==> config.mk <==
export PLATFORM = sky130hd
export DESIGN_NAME = ula_arb
export DESIGN_NICKNAME = d
export VERILOG_FILES = /design/src/rtl/ula_pkg.sv /design/src/rtl/ula_arb.sv
export SDC_FILE = /design/constraint.sdc
export NUM_CORES = 1
export LEC_CHECK = 0
export CAP_MARGIN = 10
export CELL_PAD_IN_SITES_DETAIL_PLACEMENT = 0
export CELL_PAD_IN_SITES_GLOBAL_PLACEMENT = 1
export CORE_MARGIN = 8
export CORE_UTILIZATION = 40
export CTS_BUF_LIST = sky130_fd_sc_hd__clkbuf_4
export CTS_CLUSTER_SIZE = 8
export DETAILED_ROUTE_END_ITERATION = 12
export GPL_TIMING_DRIVEN = 0
export PLACE_DENSITY_LB_ADDON = 0.15
export SYNTH_ARGS = -nofsm -noshare
export SYNTH_HDL_FRONTEND = slang
export SYNTH_HIERARCHICAL = 1
export SYNTH_SLANG_ARGS = --single-unit
==> constraint.sdc <==
create_clock -name clk -period 73.7 [get_ports clk]
set_input_delay 14.74 -clock clk [delete_from_list [all_inputs] [get_ports clk]]
set_output_delay 14.74 -clock clk [all_outputs]
set_load 0.02 [all_outputs]
==> src/rtl/ula_pkg.sv <==
// Processor parameters shared by the ALU and its arbiter wrapper.
package ula_pkg;

  localparam int unsigned DATA_WIDTH   = 16;
  localparam int unsigned OPCODE_WIDTH = 4;

  localparam logic [OPCODE_WIDTH-1:0] ADD = 4'd0;
  localparam logic [OPCODE_WIDTH-1:0] SUB = 4'd1;
  localparam logic [OPCODE_WIDTH-1:0] CMP = 4'd2;
  localparam logic [OPCODE_WIDTH-1:0] MUL = 4'd3;
  localparam logic [OPCODE_WIDTH-1:0] DIV = 4'd4;
  localparam logic [OPCODE_WIDTH-1:0] AND = 4'd5;
  localparam logic [OPCODE_WIDTH-1:0] OR  = 4'd6;
  localparam logic [OPCODE_WIDTH-1:0] NOT = 4'd7;

endpackage

==> src/rtl/ula_arb.sv <==
// ula: combinational ALU. ula_arb: two-port arbiter that owns a single ula,
// latches the winning request, runs it (multi-cycle for MUL/DIV) and returns
// a registered result with a one-cycle valid pulse to the owner.
// Optional build macro: ULA_ARB_RR_EN selects round-robin arbitration;
// otherwise req0 has fixed priority over req1.
// Flags: [4] overflow, [3] greater, [2] equal, [1] less, [0] divide-by-zero.
module ula
  import ula_pkg::*;
(
  input  logic [OPCODE_WIDTH-1:0] op,
  input  logic [DATA_WIDTH-1:0]   a,
  input  logic [DATA_WIDTH-1:0]   b,
  output logic [DATA_WIDTH-1:0]   res,
  output logic [4:0]              flags
);

  localparam int unsigned W  = DATA_WIDTH;
  localparam int unsigned PW = 2 * DATA_WIDTH;

  logic signed [PW-1:0] prod;
  logic [W:0]           prod_top;

  // Opcode decode; ADD/SUB/MUL overflow is signed, CMP/DIV are unsigned.
  always_comb begin
    res      = '0;
    flags    = '0;
    prod     = PW'($signed(a)) * PW'($signed(b));
    prod_top = prod[PW-1:W-1];
    case (op)
      ADD: begin
        res      = a + b;
        flags[4] = (a[W-1] == b[W-1]) && (res[W-1] != a[W-1]);
      end
      SUB: begin
        res      = a - b;
        flags[4] = (a[W-1] != b[W-1]) && (res[W-1] != a[W-1]);
      end
      CMP: begin
        res      = a - b;
        flags[3] = a > b;
        flags[2] = a == b;
        flags[1] = a < b;
      end
      MUL: begin
        res      = prod[W-1:0];
        flags[4] = !((&prod_top) || !(|prod_top));
      end
      DIV: begin
        if (b == '0) begin
          flags[0] = 1'b1;
        end else begin
          res = a / b;
        end
      end
      AND:     res = a & b;
      OR:      res = a | b;
      NOT:     res = ~a;
      default: res = '0;
    endcase
  end

endmodule

module ula_arb
  import ula_pkg::*;
#(
  parameter int unsigned MULDIV_CYCLES = 4
) (
  input  logic                    clk,
  input  logic                    rst_n,
  input  logic                    req0,
  input  logic [OPCODE_WIDTH-1:0] op0,
  input  logic [DATA_WIDTH-1:0]   a0,
  input  logic [DATA_WIDTH-1:0]   b0,
  output logic                    gnt0,
  output logic                    valid0,
  input  logic                    req1,
  input  logic [OPCODE_WIDTH-1:0] op1,
  input  logic [DATA_WIDTH-1:0]   a1,
  input  logic [DATA_WIDTH-1:0]   b1,
  output logic                    gnt1,
  output logic                    valid1,
  output logic [DATA_WIDTH-1:0]   out,
  output logic [4:0]              rflags,
  output logic                    busy
);

  localparam int unsigned CW = 4;

  typedef enum logic [1:0] {IDLE, EXEC, DONE} state_t;

  state_t                  state;
  logic                    owner;
  logic [OPCODE_WIDTH-1:0] op_q;
  logic [DATA_WIDTH-1:0]   a_q;
  logic [DATA_WIDTH-1:0]   b_q;
  logic [CW-1:0]           cnt;
  logic                    win;
  logic                    any_req;
  logic                    is_md;
  logic                    last_cyc;
  logic [DATA_WIDTH-1:0]   ula_res;
  logic [4:0]              ula_flags;
`ifdef ULA_ARB_RR_EN
  logic                    rr_ptr;
`endif

  // Winner select: port 1 wins only when port 0 is idle, unless round-robin
  // hands a tie to the port that was not granted last.
  always_comb begin
    any_req = req0 | req1;
    win     = ~req0;
`ifdef ULA_ARB_RR_EN
    if (req0 && req1) begin
      win = ~rr_ptr;
    end
`endif
  end

  assign is_md    = (op_q == MUL) || (op_q == DIV);
  assign last_cyc = !is_md || (cnt == CW'(MULDIV_CYCLES - 1));

  ula u_ula (
    .op    (op_q),
    .a     (a_q),
    .b     (b_q),
    .res   (ula_res),
    .flags (ula_flags)
  );

  // Control FSM with registered grant/valid pulses and result capture.
  always_ff @(posedge clk or negedge rst_n) begin
    if (!rst_n) begin
      state  <= IDLE;
      owner  <= 1'b0;
      op_q   <= '0;
      a_q    <= '0;
      b_q    <= '0;
      cnt    <= '0;
      out    <= '0;
      rflags <= '0;
      gnt0   <= 1'b0;
      gnt1   <= 1'b0;
      valid0 <= 1'b0;
      valid1 <= 1'b0;
      busy   <= 1'b0;
`ifdef ULA_ARB_RR_EN
      rr_ptr <= 1'b1;
`endif
    end else begin
      gnt0   <= 1'b0;
      gnt1   <= 1'b0;
      valid0 <= 1'b0;
      valid1 <= 1'b0;
      case (state)
        IDLE: begin
          if (any_req) begin
            state <= EXEC;
            busy  <= 1'b1;
            owner <= win;
            op_q  <= win ? op1 : op0;
            a_q   <= win ? a1 : a0;
            b_q   <= win ? b1 : b0;
            cnt   <= '0;
            gnt0  <= ~win;
            gnt1  <= win;
`ifdef ULA_ARB_RR_EN
            rr_ptr <= win;
`endif
          end
        end
        EXEC: begin
          if (last_cyc) begin
            out    <= ula_res;
            rflags <= ula_flags;
            cnt    <= '0;
            valid0 <= ~owner;
            valid1 <= owner;
            state  <= DONE;
          end else begin
            cnt <= cnt + CW'(1);
          end
        end
        DONE: begin
          state <= IDLE;
          busy  <= 1'b0;
        end
        default: begin
          state <= IDLE;
          busy  <= 1'b0;
        end
      endcase
    end
  end

endmodule

# ---- Yosys cells after proc, flatten, opt, wreduce, memory -nomap -nowiden
# Index checks and enable logic that the tools add are counted.
dict set report totals {
  ff_bits 69
  wordCells 88
}
dict set report classes {
  order_cmp 2
  add_sub_neg 3
  eq_ne 16
  muxes 25
  n_bitwise 7
  reduce_logical 20
  n_div 1
  mul 1
}
# cell count
set ops {}
lappend ops {{16-bit one-hot mux with 7 select lines} 1}
lappend ops {{16-bit two-way mux} 3}
lappend ops {{16-bit by 16-bit multiplier with 32-bit output} 1}
lappend ops {{17-bit AND reduction} 1}
lappend ops {{17-bit OR reduction} 1}
lappend ops {{16-bit adder} 1}
lappend ops {{16-bit bitwise AND} 1}
lappend ops {{16-bit by 16-bit divider with 16-bit output} 1}
lappend ops {{16-bit equality test} 1}
lappend ops {{4-bit by 3-bit equality test with 1-bit output (second input constant)} 4}
lappend ops {{16-bit greater-than comparator} 1}
lappend ops {{16-bit zero test} 1}
lappend ops {{16-bit less-than comparator} 1}
lappend ops {{16-bit NOT} 1}
lappend ops {{16-bit bitwise OR} 1}
lappend ops {{16-bit subtractor} 1}
lappend ops {{4-bit by 2-bit equality test with 1-bit output (second input constant)} 3}
lappend ops {{4-bit two-way mux} 3}
lappend ops {{1-bit two-way mux} 11}
lappend ops {{2-bit AND reduction} 5}
lappend ops {{4-bit one-hot mux with 2 select lines} 1}
lappend ops {{4-bit by 1-bit adder with 4-bit output (second input constant)} 1}
lappend ops {{4-bit by 1-bit equality test with 1-bit output (second input constant)} 1}
lappend ops {{4-bit zero test} 1}
lappend ops {{17 further kinds} 28}

# ---- Logic depth before layout (Yosys ltp)
dict set report depth {
  word_depth 6
  mapped_depth 141
  mapped_depth_nobuf 131
}

# ---- Modules after synthesis
# Netlist, hierarchy kept.
# module area_per_inst_um2 cells_each seq_area_each_um2 n_inst
set by_module_without_submodules {}
lappend by_module_without_submodules {ula 19047.0 2433 0.0 1}
lappend by_module_without_submodules {ula_arb 2995.4 247 1726.7 1}

# ---- Worst setup path after synthesis
# No wires, ideal clock.
dict set report synth_timing {
  path_type {register to register}
  start {register b_q[0]}
  end {register out[0]}
  setup_slack_ns 47.519
  period_less_slack_ns 26.181
  setup_time_ns 0.125
  t_arrival_ns 26.056
  path_stages_with_launch 131
  required_time_ns 73.575
  path_buffers 10
  cell_sequence {dfrtp_1 inv_1 buf_1 ha_1 o21bai_1 nor2_1 mux2i_1 ha_1 o21a_1 nor2_1 nor2_1 nor2_1 a21oi_1 ha_1 o21a_1 o21ai_1 a2111oi_4 a21oi_1 [... 95 more ...] o21a_1 a21oi_1 a21oi_1 nor2b_1 o21a_1 clkbuf_1 mux2_2 ha_1 a21oi_1 nor2b_1 o21ai_0 nand2b_1 a21oi_1 o21ai_0 a221oi_1 o21ai_0 a221o_1 mux2_4}
}
dict set report synth_via {
  elab_chain_len 3
}
# item line
set synth_lines {}
lappend synth_lines {{start: declaration} ula_arb.sv:96} ;# logic [DATA_WIDTH-1:0] b_q;
lappend synth_lines {{start signal: assignment} ula_arb.sv:163} ;# b_q <= win ? b1 : b0;
lappend synth_lines {{16-bit by 16-bit divider with 16-bit output / 16-bit zero test (equally long branches)} {ula_arb.sv:52, ula_arb.sv:49}}
lappend synth_lines {{16-bit two-way mux} ula_arb.sv:49} ;# if (b == '0) begin
lappend synth_lines {{16-bit one-hot mux with 7 select lines (*)} ula_arb.sv:29} ;# case (op)
lappend synth_lines {{named net ula_res[0]} ula_arb.sv:102} ;# logic [DATA_WIDTH-1:0] ula_res;
lappend synth_lines {{end signal: assignment} ula_arb.sv:174} ;# out <= ula_res;
lappend synth_lines {{end: declaration} ula_arb.sv:83} ;# output logic [DATA_WIDTH-1:0] out,
# The timed path passes the listed nets; every way through them passes the cells marked *.
# A chain may end at the register's enable or synchronous reset.

# ---- Worst setup path after layout
# Ends and elaborated chain as after synthesis.

==> flow_summary.json <==
{
  "status": "complete, no violations",
  "final_cell_mix": "374 x inv_1, 307 x nor2_1, 271 x ha_1",
  "crit_start": "b_q[0]$_DFFE_PN0P_",
  "startpoint_type": "flip-flop",
  "synth_area_per_cell_sq_um": 8.22,
  "cpPeakStageDelay_ns": 0.74,
  "diodes": 0,
  "overflow": 0,
  "grt_pass1_vias": 20439,
  "path_clk_slew_ns": 0.12,
  "post-route-util_pct": 44.3,
  "critPathArrivalTime_ns": 34.02,
  "cts_setup_buffers": 0,
  "required_ns": 74.02,
  "drt_first_iter_violations": 1519,
  "crit_path_end_kind": "flip-flop",
  "tns_ns": 0,
  "maxSlewViolCount": 0,
  "synthArstFlopShare_pct": 100,
  "routed_wl_microns": 78500,
  "via_per_inst": 5.73,
  "cap_violations": 0,
  "cts_tree": "yes",
  "worstSkewPairLatency_ns": 0.42,
  "layoutNonFillerInstCount": 3507,
  "fin_crit_ns": 33.71,
  "final_common_cell": "inv_1",
  "hold_depth": 1,
  "grt_max_degree": 70,
  "via_count": 20104,
  "slew_headroom_pct": 13.0,
  "ant_nets": 0,
  "netlist_area_sq_um": 22000,
  "area_growth_pct": 10.0,
  "fin_skew_ns": 0.0141,
  "nNetsFinal": 3410,
  "drcViolationCount": 0,
  "holdBufCountCts": 0,
  "die_w_microns": 251,
  "cts_buffers": 9,
  "worstHoldStart": "owner$_DFFE_PN0P_",
  "setup_viol": 0,
  "gp_congestion": 0.946,
  "drt_pass1_iterations": 7,
  "initial_utilization_pct": 40.2,
  "synth_seq_area_share_pct": 7.83,
  "die_area_sq_um": 62900,
  "grt_usage_pct": 24.6,
  "worst_pin_slew_ns": 1.30,
  "timing.final.crit_share_pct": 45.7,
  "syn_inst": 2680,
  "hp-class": "reg -> reg",
  "io_pins": 102,
  "crit_type": "reg -> reg",
  "clock_sinks": 69,
  "yosysWarnings": 6,
  "htreeDepth": 3,
  "routedWlPerCell_microns": 22.4,
  "rr_startpoint": "b_q[0]$_DFFE_PN0P_",
  "netlist_top_cells_area": "fa_1 24%, ha_1 15%, dfrtp_1 7.8%",
  "crit_fanout": 25,
  "synth_top_area_share_pct": 24.0,
  "synth_edf_count": 0,
  "clock-root-buffer": "clkbuf_4",
  "synth_top_flop_cell": "dfrtp_1",
  "core_sq_um": 54800,
  "antenna_found_initial": 0,
  "rsz0062_at_grt": "no",
  "synth.distinct_cells": 108,
  "ff2ff_path_depth": 125,
  "hold_ws_ns": 0.476,
  "synth_area_leader_cell": "fa_1",
  "hpwlAfterDp_microns": 64000,
  "cts_buffer_depth": 2,
  "synth-seq-cells": 69,
  "die_h_microns": 251,
  "max_freq_ghz": 0.0297,
  "postCtsResizedCells": 0,
  "place_inst": 3492,
  "drive_gt1_share_pct": 5.74,
  "syn_nets": 3291,
  "cp_slowest_cell": "o21ai_0",
  "num_rows": 86,
  "worst_path_most_repeated_cell": "o21a_1",
  "io_buffers": 100,
  "hold_violations": 0,
  "grt_pass1_wl_microns": 121000
}
-- cell families after synthesis --
group           count (synthesis)  share of synthesized area (%)
compound gates                605                           19.3
xor+xnor                       84                           3.34
fa+ha+maj                     535                           39.4
buf+inv                       495                           8.63
flops                          69                           7.83
mux                            99                           5.04
simple gates                  793                           16.5
-- path summary, 6_finish.rpt --
kind | slack, ns | endpoint
max | 39.99 | out[0]$_DFFE_PN0P_
min | 0.48 | valid0$_DFF_PN0_
max reg2reg | 39.99 | out[0]$_DFFE_PN0P_
min reg2reg | 0.48 | valid0$_DFF_PN0_
max in group asynchronous | 58.72 | a_q[5]$_DFFE_PN0P_
min in group asynchronous | 14.41 | gnt1$_DFF_PN0_
-- sequential cells by signal (all words and copies together), names as in the netlist --
signal  cells
a_q        16
gnt0        1
valid0      1
busy        1
state       2
rflags      5
op_q        4
valid1      1
owner       1
out        16
cnt         4
b_q        16
gnt1        1
-- through the flow --
step	instance area, sq um	setup WS (ns)
3_5_place_dp	24100	40.57
5_1_grt	24200	37.79
6_report	24200	39.99
4_1_cts	24200	40.38
3_3_place_gp	23900	39.92
2_1_floorplan	22000	47.52
-- final cells by class --
class	count	area, sq um
plain buffers	112	472
clock buffers	9	67.6
clock inverters	6	88.8
fillers	5509	30500
inverters	383	1440
multi-input cells	2116	18400
flip-flops and latches	69	1730
well taps	704	881
repair buffers	108	1160
-- critical path, delay by kind of cell (launching register included) --
kind	cells	cell delay [ns]
fa+ha+maj	16	4.89
buf+inv	13	4.13
compound gates	69	18.11
flops	1	0.57
mux	6	1.96
simple gates	21	3.87
-- metal layers --
| metal | GRT usage (%) | part of all wire [%] |
|---|---|---|
| met2 | 41.1 | 47 |
| met5 | 0 | 0 |
| met1 | 34.0 | 44 |
| met3 | 2.30 | 6.3 |
| met4 | 6.09 | 2.5 |
-- cell usage after synthesis (8+ instances only) --
library cell / count
nor2b_1: 22
nand4_1: 12
a211oi_1: 21
mux2_4: 18
a21oi_1: 118
a221o_1: 9
nor2_1: 307
o221ai_1: 9
a22oi_1: 16
nand2b_1: 15
nand2_1: 215
dfrtp_1: 69
o21ai_1: 16
fa_1: 264
a211o_1: 12
or4_1: 8
a21o_1: 47
and3_1: 14
nor3b_1: 8
o211ai_1: 11
o21bai_1: 15
o21a_1: 62
buf_1: 17
a31oi_1: 19
o21ai_0: 112
or3_1: 17
o31ai_1: 11
ha_1: 271
nor4_1: 10
nor3_1: 84
or2_2: 13
xnor2_1: 52
buf_2: 15
and2_1: 13
mux2i_1: 57
nand3_1: 24
mux2_2: 22
o22ai_1: 13
xor2_1: 32
clkbuf_1: 76
inv_1: 374
Power is left out: the tool's default activity adds up to more than one toggle a clock period on the data nets, which glitch-free logic cannot reach.
